File: config.mk
export PLATFORM = sky130hd
export DESIGN_NAME = register_file
export DESIGN_NICKNAME = d
export VERILOG_FILES = /design/src/rtl/register_file.sv
export SDC_FILE = /design/constraint.sdc
export NUM_CORES = 1
export LEC_CHECK = 0
export ABC_AREA = 1
export ABC_CLOCK_PERIOD_IN_PS = 1800
export BUFFER_PORTS_ARGS = -buffer_cell sky130_fd_sc_hd__buf_4
export CELL_PAD_IN_SITES_DETAIL_PLACEMENT = 0
export CELL_PAD_IN_SITES_GLOBAL_PLACEMENT = 1
export CORE_UTILIZATION = 42
export DETAILED_ROUTE_END_ITERATION = 8
export GPL_ROUTABILITY_DRIVEN = 0
export PLACE_DENSITY = 0.82
export SLEW_MARGIN = 20
export SYNTH_ARGS = -nofsm -noshare
export SYNTH_HDL_FRONTEND = slang
export SYNTH_SLANG_ARGS = --single-unit
File: constraint.sdc
create_clock -name clk -period 1.8 [get_ports clk]
set_input_delay 0.36 -clock clk [delete_from_list [all_inputs] [get_ports clk]]
set_output_delay 0.36 -clock clk [all_outputs]
set_load 0.01 [all_outputs]
File: src/rtl/register_file.sv
// rtl/register_file.sv - four-entry 8-bit register file with one-hot write/read select
// Optional write-through bypass on the read port: REGFILE_BYPASS_EN.
module register_file (
  input  logic       clk,
  input  logic       nReset,
  input  logic [7:0] Aku,
  input  logic       RegCE,
  input  logic [3:0] RegX,
  output logic [7:0] out
);

  logic [7:0] regs [4];
  logic [7:0] stored_rd;

  // Every selected register loads the same accumulator value; reset wins.
  always_ff @(posedge clk) begin
    if (nReset) begin
      for (int i = 0; i < 4; i++) begin
        regs[i] <= 8'h00;
      end
    end else if (RegCE) begin
      for (int i = 0; i < 4; i++) begin
        if (RegX[i]) begin
          regs[i] <= Aku;
        end
      end
    end
  end

  always_comb begin
    stored_rd = 8'h00;
    if (RegX[0])      stored_rd = regs[0];
    else if (RegX[1]) stored_rd = regs[1];
    else if (RegX[2]) stored_rd = regs[2];
    else if (RegX[3]) stored_rd = regs[3];
  end

`ifdef REGFILE_BYPASS_EN
  // The priority-chosen register always has its select bit set, so any
  // non-zero select during an enabled write forwards the incoming data.
  always_comb begin
    out = stored_rd;
    if (RegCE && !nReset && (RegX != 4'b0000)) begin
      out = Aku;
    end
  end
`else
  always_comb begin
    out = stored_rd;
  end
`endif

endmodule

**Yosys cells after proc, flatten, opt, wreduce, memory -nomap -nowiden**

Memory sizes are Yosys's and may differ from the RTL's.
Cells that the tools add are included.

- Input bits: 15
- Register bits: 0
- RAM bits: 32
- Memories kept: 1

Memory list:

| name | words | width | read ports | clocked after Yosys merged registers in | write ports | RTL line | RTL |
|---|---|---|---|---|---|---|---|
| regs | 4 | 8 | 4 | 0 | 4 | 12 | `logic [7:0] regs [4];` |

- Multiplexer cells: 26
- Bitwise logic cells: 4

Operators with widths:

| kind | number |
|---|---|
| $mux W8 | 8 |
| $mux W1 | 18 |
| $or A1 B1 Y1 | 4 |

**Logic depth before layout (Yosys ltp)**

- Word-level depth: 5
- Depth in mapped cells: 6

**Least setup slack after synthesis**

No wires, ideal clock.

- Path kind: input to register
- From: input port RegX[1]
- To: memory regs[1][0] (enable)
- Buffers on the path: 1
- Data required time: 1.416 ns
- Path slack: 0.204 ns
- Setup time: 0.384 ns
- Stages: 3
- Arrival: 1.212 ns
- Cells stage by stage: buf_4 inv_2 o21ai_0

RTL lines:

| what | RTL line | RTL |
|---|---|---|
| from (decl) | 8 | `input logic [3:0] RegX,` |
| to (decl) | 12 |  |

==> impl_metrics.toml <==
[outcome]
outcome = "completed"

[detailed_routing]
drtIter0Drc = 46
routedWlPerCell_um = 13.8
dr_total_vias = 1110
drcViolationCount = 0
finalWirelength_mm = 3.14
drt_pass1_iterations = 4
vias_per_cell = 4.87
drtAntennaViolNets = 0

[power]
p_per_area_mw_per_mm2 = 854
seqPwrFrac_pct = 61.4
p_leak_uw = 0.000762
internal_power_uw = 1110
p_clk_share_pct = 25.1
switchingPower_uw = 357
total_power_uw = 1470
pwr-share-comb_pct = 13.5
swShare_pct = 24.3
ir_worst_vdd_uv = 377

[sta]
worst_pin_slew_ns = 0.330
final.period_utilization_pct = 87.3
maxSlewViolCount = 0
worst_slack_ns = 0.228
slew_headroom_pct = 78.0
fin_crit_ns = 1.57
timing.setup.tns_ns = 0
finalSetupViolations = 0
fmax_mhz = 636
final_hold_viol_count = 0
rsz0062_at_grt = "no"
whs_ns = 0.419

[die]
start_util_pct = 44.1
die_y_um = 61.2
rows = 21
io_pins = 23
die_area_mm2 = 0.00375
die_w_um = 61.2
core_area_mm2 = 0.00334

[finish]
n_fill_cell = 339
largest_reg_flops = 32
fin_util_pct = 51.5
top_register = "regs"
multi_input_area_um2 = 425
insertedDiodeCount = 0
finalNetCount = 196
top_regs = "regs (32)"
syn_to_final_growth_pct = 16.7
seqCellArea_um2 = 961
drive_above_1_share_pct = 17.0

[synthesis]
synth_top_area_share_pct = 65.3
synth_edf_count = 32
yosysTopAreaCell = "edfxtp_1"
syn-cell-area_mm2 = 0.00147
synth_area_leaders = "edfxtp_1 (65%), nor2_1 (12%), nand2_1 (9.2%), nand3_1 (4.1%), a21oi_1 (2.7%)"
synth_nets = 170
avgSynthCellArea_um2 = 9.50
ys_seq_area_share_pct = 65.3
synthCells = 155
ys_types = 10
ys_ff_latch = 32
synth_warnings = 0
synthTopCellsByCount = "nor2_1 (48), nand2_1 (36), edfxtp_1 (32)"
synthMostInstantiatedCell = "nor2_1"
async_reset_ff_share_pct = 0
yosys_most_used_dff = "edfxtp_1"

[cts]
ctsRootBufferMaster = "clkbuf_4"
clkSinkCount = 32
postCtsSetupBuffers = 0
post_cts_resized = 0
cts_buffer_depth = 2
cts.hold.buffers_added = 0
htree_levels = 2
clk_pin_slew_ns = 0.10
cts_buffers = 5
cts_tree = "yes"

[place]
numPortBuffers = 22
place_ws_ns = 0.390
post-dp-hpwl_mm = 2.33

[worst_setup_path]
start_kind = "flop"
cp_max_fo = 1
cp.required_ns = 1.44
path_class = "flop to output port"
worstSetupEndpointType = "output port"
cp.arrival_ns = 1.21

[grt]
antenna_found_initial = 0
grt_first_pass_wirelength_mm = 4.84
grt_max_degree = 19
grt_usage_pct = 19.2
grt_pass1_vias = 1021
gr-total-overflow = 0

[hold_path]
hp-class = "input pin to flop"
hold_path_depth = 3

[job]
max_cap_viol_count = 0
[worst paths after layout]
| kind | startpoint | endpoint | slack [ns] |
|---|---|---|---|
| min | Aku[7] | regs[1][7]$_SDFFCE_PN0P_ | 0.42 |
| max | regs[2][2]$_SDFFCE_PN0P_ | out[2] | 0.23 |
[final cells by class]
class / count / share of cell area (%)
Tap cell: 46 / 3.35
Timing Repair Buffer: 24 / 10.5
Multi-Input combinational cell: 106 / 24.8
Clock inverter: 1 / 0.218
Sequential cell: 32 / 55.9
Clock buffer: 7 / 2.62
Inverter: 12 / 2.62
[per-stage QoR]
stage	cells	instance area, um^2
finish	228	1720
global route	228	1720
CTS	228	1720
detailed placement	220	1670
global placement	220	1670
floorplan	155	1470
[per-layer routing]
layer	GRT usage [%]	wire length [um]	up-vias
met1	25.8	1290	509
met5	0	0	-
met4	7.79	50	0
met3	4.41	235	5
met2	30.3	1570	41
li1	-	-	555
[critical path: stages, from the launching register on]
cell and delay (ns):
edfxtp_1 0.38, a21oi_1 0.19, nand2_1 0.07, nand2_1 0.06, nand2_1 0.05, buf_4 0.14
[power by group through the flow]
stage / logic, uW / registers [uW] / clock network, uW
2_1_floorplan: 115 / 911 / 0
3_3_place_gp: 196 / 916 / 0
3_5_place_dp: 199 / 918 / 0
4_1_cts: 200 / 900 / 375
5_1_grt: 221 / 905 / 412
6_report: 198 / 900 / 368
[kinds of logic after synthesis]
family	count (synthesis)	share of synthesized area [%]
buf+inv	17	5.86
simple gates	96	25.5
flops	32	65.3
compound gates	10	3.40
[cell usage in the layout (no fill, tap or decap), drive strengths merged]
cell type / instances
nor2: 48
edfxtp: 32
clkbuf: 7
inv: 12
nand2: 36
buf: 24
clkinv: 1
o21ai: 2
a21oi: 8
nand3: 12
(Power assumes the default switching activity.)
